`src/rtl/led_cmd_pkg.sv`:
```
// Shared definitions for the LED command-frame parser: FSM states, default framing bytes, checksum width.
package led_cmd_pkg;

  typedef enum logic [2:0] {
    S_HDR0,
    S_HDR1,
    S_CH,
    S_CTRL,
    S_TIME,
    S_SUM,
    S_TAIL
  } state_t;

  localparam logic [7:0] DEF_HDR0 = 8'h55;
  localparam logic [7:0] DEF_HDR1 = 8'hA5;
  localparam logic [7:0] DEF_TAIL = 8'hF0;

  localparam int unsigned SUM_W = 8;

endpackage

```
`src/rtl/led_rx_watchdog.sv`:
```
// Inter-byte timeout: expire pulses on the TIMEOUT_CYC-th consecutive armed cycle without clr.
module led_rx_watchdog #(
  parameter int unsigned TIMEOUT_CYC = 1_000_000
) (
  input  logic Clk,
  input  logic Reset_n,
  input  logic clr,
  input  logic arm,
  output logic expire
);

  generate
    if (TIMEOUT_CYC == 0) begin : g_off
      logic unused_in;
      assign unused_in = clr ^ arm ^ Clk ^ Reset_n;
      assign expire    = 1'b0;
    end else begin : g_on
      localparam int unsigned CW = (TIMEOUT_CYC > 1) ? $clog2(TIMEOUT_CYC) : 1;
      localparam logic [CW-1:0] LAST = CW'(TIMEOUT_CYC - 1);

      logic [CW-1:0] cnt;

      // A byte on the expiry cycle suppresses the timeout.
      assign expire = arm && !clr && (cnt == LAST);

      always_ff @(posedge Clk or negedge Reset_n) begin
        if (!Reset_n)                   cnt <= '0;
        else if (clr || !arm || expire) cnt <= '0;
        else                            cnt <= cnt + 1'b1;
      end
    end
  endgenerate

endmodule

```
`src/rtl/led_frame_parser.sv`:
```
// UART command-frame parser updating per-channel Ctrl/time_set registers.
// Optional SUM byte before the tail when LED_FRAME_CHECKSUM_EN is defined.
module led_frame_parser
  import led_cmd_pkg::*;
#(
  parameter int unsigned N_CH        = 4,
  parameter int unsigned TIME_BYTES  = 4,
  parameter logic [7:0]  HDR0        = DEF_HDR0,
  parameter logic [7:0]  HDR1        = DEF_HDR1,
  parameter logic [7:0]  TAIL        = DEF_TAIL,
  parameter int unsigned TIMEOUT_CYC = 1_000_000,
  localparam int unsigned CH_W       = (N_CH > 1) ? $clog2(N_CH) : 1,
  localparam int unsigned TIME_W     = 8 * TIME_BYTES
) (
  input  logic                     Clk,
  input  logic                     Reset_n,
  input  logic [7:0]               rx_data,
  input  logic                     rx_done,
  output logic [N_CH*8-1:0]        Ctrl,
  output logic [N_CH*TIME_W-1:0]   time_set,
  output logic                     upd_valid,
  output logic [CH_W-1:0]          upd_ch,
  output logic                     frame_err
);

  localparam int unsigned BC_W = (TIME_BYTES > 1) ? $clog2(TIME_BYTES) : 1;

  state_t            state, state_nxt;
  logic [7:0]        ch_q, ctrl_q;
  logic [TIME_W-1:0] shadow;
  logic [BC_W-1:0]   byte_cnt;
  logic              last_time, ch_ok, sum_ok;
  logic              expire, accept, reject;

  assign last_time = (byte_cnt == BC_W'(TIME_BYTES - 1));
  assign ch_ok     = ({24'd0, ch_q} < N_CH);

  led_rx_watchdog #(.TIMEOUT_CYC(TIMEOUT_CYC)) u_wdog (
    .Clk    (Clk),
    .Reset_n(Reset_n),
    .clr    (rx_done),
    .arm    (state != S_HDR0),
    .expire (expire)
  );

`ifdef LED_FRAME_CHECKSUM_EN
  logic [SUM_W-1:0] sum_q;
  logic             sum_bad;

  always_ff @(posedge Clk or negedge Reset_n) begin
    if (!Reset_n) begin
      sum_q   <= '0;
      sum_bad <= 1'b0;
    end else if (rx_done) begin
      case (state)
        S_CH:          begin sum_q <= rx_data; sum_bad <= 1'b0; end
        S_CTRL, S_TIME: sum_q <= sum_q + rx_data;
        S_SUM:         sum_bad <= (rx_data != sum_q);
        default: ;
      endcase
    end
  end

  assign sum_ok = !sum_bad;
`else
  assign sum_ok = 1'b1;
`endif

  always_ff @(posedge Clk or negedge Reset_n) begin
    if (!Reset_n) state <= S_HDR0;
    else          state <= state_nxt;
  end

  always_comb begin
    state_nxt = state;
    accept    = 1'b0;
    reject    = 1'b0;
    if (expire) begin
      state_nxt = S_HDR0;
      reject    = 1'b1;
    end else if (rx_done) begin
      case (state)
        S_HDR0: if (rx_data == HDR0) state_nxt = S_HDR1;
        S_HDR1: begin
          if (rx_data == HDR1)      state_nxt = S_CH;
          else if (rx_data != HDR0) state_nxt = S_HDR0;
        end
        S_CH:   state_nxt = S_CTRL;
        S_CTRL: state_nxt = S_TIME;
        S_TIME: begin
`ifdef LED_FRAME_CHECKSUM_EN
          if (last_time) state_nxt = S_SUM;
`else
          if (last_time) state_nxt = S_TAIL;
`endif
        end
`ifdef LED_FRAME_CHECKSUM_EN
        S_SUM:  state_nxt = S_TAIL;
`endif
        S_TAIL: begin
          state_nxt = S_HDR0;
          if (rx_data == TAIL && ch_ok && sum_ok) accept = 1'b1;
          else                                    reject = 1'b1;
        end
        default: state_nxt = S_HDR0;
      endcase
    end
  end

  always_ff @(posedge Clk or negedge Reset_n) begin
    if (!Reset_n) begin
      ch_q      <= '0;
      ctrl_q    <= '0;
      shadow    <= '0;
      byte_cnt  <= '0;
      Ctrl      <= '0;
      time_set  <= '0;
      upd_ch    <= '0;
      upd_valid <= 1'b0;
      frame_err <= 1'b0;
    end else begin
      upd_valid <= accept;
      frame_err <= reject;
      if (rx_done) begin
        case (state)
          S_CH:   ch_q <= rx_data;
          S_CTRL: begin
            ctrl_q   <= rx_data;
            byte_cnt <= '0;
          end
          S_TIME: begin
            shadow[8*byte_cnt +: 8] <= rx_data;
            byte_cnt                <= byte_cnt + 1'b1;
          end
          default: ;
        endcase
      end
      if (accept) begin
        upd_ch <= ch_q[CH_W-1:0];
        for (int unsigned k = 0; k < N_CH; k++) begin
          if (ch_q == 8'(k)) begin
            Ctrl[8*k +: 8]               <= ctrl_q;
            time_set[TIME_W*k +: TIME_W] <= shadow;
          end
        end
      end
    end
  end

endmodule

```
`config.mk`:
```
export PLATFORM = sky130hd
export DESIGN_NAME = led_frame_parser
export DESIGN_NICKNAME = d
export VERILOG_FILES = /design/src/rtl/led_cmd_pkg.sv /design/src/rtl/led_rx_watchdog.sv /design/src/rtl/led_frame_parser.sv
export SDC_FILE = /design/constraint.sdc
export NUM_CORES = 1
export LEC_CHECK = 0
export BUFFER_PORTS_ARGS = -buffer_cell sky130_fd_sc_hd__buf_2
export CELL_PAD_IN_SITES_DETAIL_PLACEMENT = 1
export CELL_PAD_IN_SITES_GLOBAL_PLACEMENT = 2
export CORE_MARGIN = 10
export CORE_UTILIZATION = 33
export DETAILED_ROUTE_END_ITERATION = 8
export PLACE_DENSITY = 0.72
export SKIP_LAST_GASP = 1
export SLEW_MARGIN = 20
export SYNTH_ARGS = -nofsm -noshare
export SYNTH_HDL_FRONTEND = slang
export SYNTH_SLANG_ARGS = --single-unit
```
`constraint.sdc`:
```
create_clock -name Clk -period 4.45 [get_ports Clk]
set_input_delay 0.445 -clock Clk [delete_from_list [all_inputs] [get_ports Clk]]
set_output_delay 0.445 -clock Clk [all_outputs]
set_load 0.1 [all_outputs]
```
**Yosys cells after proc, flatten, opt, wreduce, memory -nomap -nowiden**

Index checks and enable logic that the tools add are counted.

- Flip-flop bits (word level): 237
- Bits of input ports: 11

- Add/sub/neg operators: 3
- $lt $le $gt $ge: 1
- Equal/unequal tests: 17
- Shifts and indexed selects: 2
- Mux-type cells: 18
- Reductions and logical operators: 21

Operator list:

| kind | number |
|---|---|
| $neg 5->34 | 1 |
| $shift 8x34->32 const A | 1 |
| $shiftx 8x34->32 | 1 |
| $bwmux 32 | 1 |
| $add 20x1->20 const B | 1 |
| $eq 20x20->1 const B | 1 |
| $mux 20 | 1 |
| $mux 3 | 6 |
| $eq 8x2->1 const B | 2 |
| $eq 8x8->1 const B | 2 |
| $reduce_and 2->1 | 8 |
| $pmux 3 s5 | 1 |
| $eq 8x1->1 const B | 1 |
| $eq 8x7->1 const B | 1 |
| $logic_not 8->1 | 1 |
| $lt 8x3->1 const B | 1 |
| $mux 1 | 8 |
| $ne 8x7->1 const B | 1 |
| $eq 3x2->1 const B | 2 |
| $eq 3x3->1 const B | 2 |
| $ne 3x2->1 const B | 2 |
| $ne 4x3->1 const B | 1 |
| $pmux 2 s2 | 1 |
| $reduce_and 4->1 | 1 |
| 9 further kinds | 14 |

**Longest topological paths before layout**

- Depth in word-level cells: 7
- Mapped depth: 7
- Gate-level depth less buffers: 5

**By module**

From an unflattened synthesis, not the netlist that was laid out.

- Cell total of the unflattened synthesis: 702
- Area total of the unflattened synthesis: 9675.5 um^2

Modules (own cells, without submodules):

| module | instances | cells an instance | area each (um^2) | sequential area each (um^2) |
|---|---|---|---|---|
| led_frame_parser | 1 | 593 | 8648.3 | 5430.2 |
| led_rx_watchdog | 1 | 109 | 1027.2 | 500.5 |

**Worst setup path after synthesis**

No wires, ideal clock.

- Kind: input port to flip-flop
- Start: input rx_data[0]
- End: register Ctrl[0]
- Library setup time: 0.125 ns
- Arrival time: 2.079 ns
- Required time: 4.325 ns
- Setup slack: 2.245 ns
- Stages on the path: 7
- Cells stage by stage: buf_2 > nor4_4 > nand3_2 > or4_1 > buf_2 > buf_6 > mux2_4

- Cells in the longest elaborated chain, start to end: 7

RTL lines:

| what | RTL line | RTL |
|---|---|---|
| start: declaration | led_frame_parser.sv:17 | `input logic [7:0] rx_data,` |
| $eq 8x8->1 | led_frame_parser.sv:102 | `if (rx_data == TAIL && ch_ok && sum_ok) accept = 1'b1;` |
| $logic_and 1x1->1 | led_frame_parser.sv:102 |  |
| $mux 1 | led_frame_parser.sv:102 |  |
| $mux 1 | led_frame_parser.sv:82 | `case (state)` |
| $mux 1 | led_frame_parser.sv:81 | `end else if (rx_done) begin` |
| $mux 1 | led_frame_parser.sv:78 | `if (expire) begin` |
| $reduce_and 2->1 (no line) | - |  |
| end signal: indexed assignment | led_frame_parser.sv:142 | `Ctrl[8*k +: 8] <= ctrl_q;` |
| end: declaration | led_frame_parser.sv:19 | `output logic [N_CH*8-1:0] Ctrl,` |

No other way between the ends.
A chain may end at the register's enable or synchronous reset.

**Worst setup path in the final report**

- Start: register ch_q[7]
- End: register time_set[116]

- Cells in the longest elaborated chain, start to end: 7
- Elaborated cells between the ends (all ways): 8

RTL lines:

| what | RTL line | RTL |
|---|---|---|
| start: declaration | led_frame_parser.sv:29 | `logic [7:0] ch_q, ctrl_q;` |
| start signal: assignment | led_frame_parser.sv:126 | `S_CH: ch_q <= rx_data;` |
| $lt 8x3->1 | led_frame_parser.sv:36 | `assign ch_ok = ({24'd0, ch_q} < N_CH);` |
| $logic_and 1x1->1 | led_frame_parser.sv:102 |  |
| $mux 1 | led_frame_parser.sv:102 |  |
| $mux 1 | led_frame_parser.sv:82 |  |
| $mux 1 | led_frame_parser.sv:81 |  |
| $mux 1 | led_frame_parser.sv:78 |  |
| $reduce_and 2->1 (no line) * | - |  |
| end signal: indexed assignment | led_frame_parser.sv:143 | `time_set[TIME_W*k +: TIME_W] <= shadow;` |
| end: declaration | led_frame_parser.sv:20 | `output logic [N_CH*TIME_W-1:0] time_set,` |

Mark *: on every way between the ends. The rest lies on a longest branch, timed or not.

==> results.md <==
- Ys flop type: dfrtp_1
- DRC: 0
- CTS Hold Bufs: 0
- Gr usage total: 14.2%
- CTS Buf Count: 26
- First-pass GRT wire length: 41,100 um
- Routed vias: 6,066
- Fraction of registers with async set/reset: 100%
- Placed inst area: 10,900 sq um
- Post-Syn Nets: 707
- Flops & latches, synth: 237
- Die extent in y: 190 um
- Setup TNS: 0 ns
- CTS sink cnt: 237
- HPWL after DPL: 17,700 um
- Synth top area cells: dfrtp_1 (62%), mux2_2 (16%), mux2_4 (6.3%)
- Avg Cell Area, Syn: 13.9 sq um
- Hold Violations, Final: 0
- Sequential cell area: 5930 sq um
- ANT nets after route: 0
- Wirelength per Cell: 20.4 um
- Initial antenna violation count: 0
- Cell count after synthesis: 689
- 1st-pass router iterations: 4
- # nets final: 889
- RSZ-0062 raised after global routing: no
- Placement row count: 62
- Total core area: 28,700 sq um
- DR iter-0 viols: 287
- Largest net degree at the start of global routing: 127
- Fin. max-slew vios: 0
- Least-Margin Pin Slew: 1.01 ns
- Worst path required time: 4.86 ns
- Syn. warnings: 0
- Pwr Total: 4.84 mW
- Number of global-route vias before repair: 6,761
- Filler cell count: 3,063
- Power per Cell Area: 413 nW/um^2
- Area delta synth->final: 22.3%
- IO buf count: 174
- Tightest Hold Check Type: in -> async
- Final period util: 63.2%
- Multi-input gate area: 3460 sq um
- Max H-tree Level: 1
- Longest Clk Path Bufs: 3
- Post-layout instance area: 11,700 sq um
- CTS tree: yes
- Clk slew on worst S/H paths: 0.06 ns
- Skew-Pair Late Insertion Delay: 0.52 ns
- Worst vdd ir: 0.276 mV
- Status: complete, no violations
- Post-Route WL: 25,900 um
- Setup crit end kind: flop
- Seq/Total Area, Yosys: 61.9%
- MaxCap Viol Count: 0
- Placer Congestion: 0.754
- Die X: 190 um
- Crit Path Class: reg -> reg
- GRT overflow: 0
- Final setup violation count: 0
- Yosys top cell by area: dfrtp_1
- Die ar.: 36,200 sq um
- Leak: 6.10 nW
- Setup Skew: 0.00658 ns
- Post-synth cell types: 46
- Post-synth EDFFs: 0
- F_max: 0.355 GHz
- Startpoint Class: flop
- Top cell type's share of synthesized area: 61.9%
- Vias per inst: 4.78
- Root buffer cell: clkbuf_16
- Slew HR: 32.8%
- Arrival @ worst endpoint: 3.22 ns
- CP Max Fanout: 23
- Share of cells above drive strength 1: 45.7%
- Diode count: 0
- # IOs: 175
- CTS-repair resized insts: 0
- Post CTS Setup Buffer Count: 0
- Starting Density: 33.4%
- R2R depth: 5
- Synthesized area: 9580 sq um
- Tmin final: 2.81 ns
## layout make-up
| class | count | area share, % |
|---|---|---|
| Sequential cell | 237 | 50.6 |
| Multi-Input combinational cell | 410 | 29.6 |
| Timing Repair Buffer | 186 | 8.39 |
| Clock buffer | 41 | 6.73 |
| Tap cell | 384 | 4.10 |
| Inverter | 10 | 0.320 |
| Clock inverter | 2 | 0.299 |
## flip-flops by register name (all words and copies together) (netlist names)
name	count
ctrl_q	8
ch_q	8
state	3
Ctrl	32
frame_err	1
u_wdog.g_on.cnt	20
upd_ch	2
byte_cnt	2
time_set	128
shadow	32
upd_valid	1
## cell usage after synthesis, types with 2 or more instances
library cell	instances
nor3b_1	4
mux2_4	40
nand4_1	4
mux2_2	134
buf_1	2
ha_1	7
nor4_1	7
xnor2_1	9
and4bb_2	2
nor2_1	21
buf_6	4
mux2_1	3
or4_1	6
o21ai_0	39
nor3_1	5
or3_1	6
nand2_1	80
clkbuf_1	9
buf_2	17
o31ai_1	4
a21oi_1	8
xor2_1	2
dfrtp_1	237
nand3_1	7
inv_1	10
nand2b_1	2
## cell families (layout without fill, tap and decap cells)
family | after synthesis | after routing | share of synthesized area [%]
flip-flops | 237 | 237 | 61.9
multiplexers | 177 | 177 | 22.4
AND/OR/NAND/NOR | 156 | 156 | 8.23
AO/OA/AOI/OAI | 59 | 59 | 3.38
buffers and inverters | 42 | 239 | 2.18
XOR/XNOR | 11 | 11 | 1.01
adder cells (fa/ha/maj) | 7 | 7 | 0.914
## worst max-delay path: stages (launching register included)
cell     delay [ns]
dfrtp_1        0.39
nor4_1         0.56
nand2_1        0.30
nor3_2         0.57
buf_4          0.48
mux2_2         0.39
## worst paths after layout
check                                          start                        end  slack [ns]
max in group asynchronous                    Reset_n   time_set[15]$_DFFE_PN0P_        3.43
min in group Clk                          rx_data[1]     shadow[17]$_DFFE_PN0P_        0.24
worst min-delay path                         Reset_n   time_set[93]$_DFFE_PN0P_        0.01
worst max register to register   ch_q[7]$_DFFE_PN0P_  time_set[116]$_DFFE_PN0P_        1.64
worst min register to register  Ctrl[21]$_DFFE_PN0P_       Ctrl[21]$_DFFE_PN0P_        0.49
worst max-delay path             ch_q[7]$_DFFE_PN0P_  time_set[116]$_DFFE_PN0P_        1.64
## metrics by stage
stage	setup slack, ns	hold WS [ns]	util [%]	cells
6_report	1.64	0.0107	40.8	1270
4_1_cts	1.60	0.0684	40.8	1270
5_1_grt	1.45	0.0883	40.8	1270
3_5_place_dp	1.69	0.479	38.0	1227
3_3_place_gp	1.76	0.468	38.0	1227
2_1_floorplan	2.25	0.149	-	689
## placed cells by master (no fill, tap or decap), types with 8 or more instances in the layout
cell type  count
a21oi_1        8
xnor2_1        9
dfrtp_1      237
inv_1         10
o21ai_0       39
clkbuf_16     27
nor2_1        21
buf_2        173
mux2_4        40
buf_4         11
nand2_1       80
clkbuf_1       8
mux2_2       134
## layer usage
metal	GRT usage (%)	wire length (um)	vias up	share of wire, %
met5	0	0	-	0
met3	3.31	1360	27	5.3
li1	-	-	2773	-
met2	23.3	12300	121	48
met4	2.82	306	0	1.2
met1	18.7	11900	3145	46
## where the power goes
| part | switching, mW | total [mW] | internal (mW) |
|---|---|---|---|
| clock | 0.834 | 2.09 | 1.26 |
| sequential | 0.150 | 2.40 | 2.25 |
| combinational | 0.221 | 0.344 | 0.123 |
Note: power is estimated with default switching activity, not from simulation.
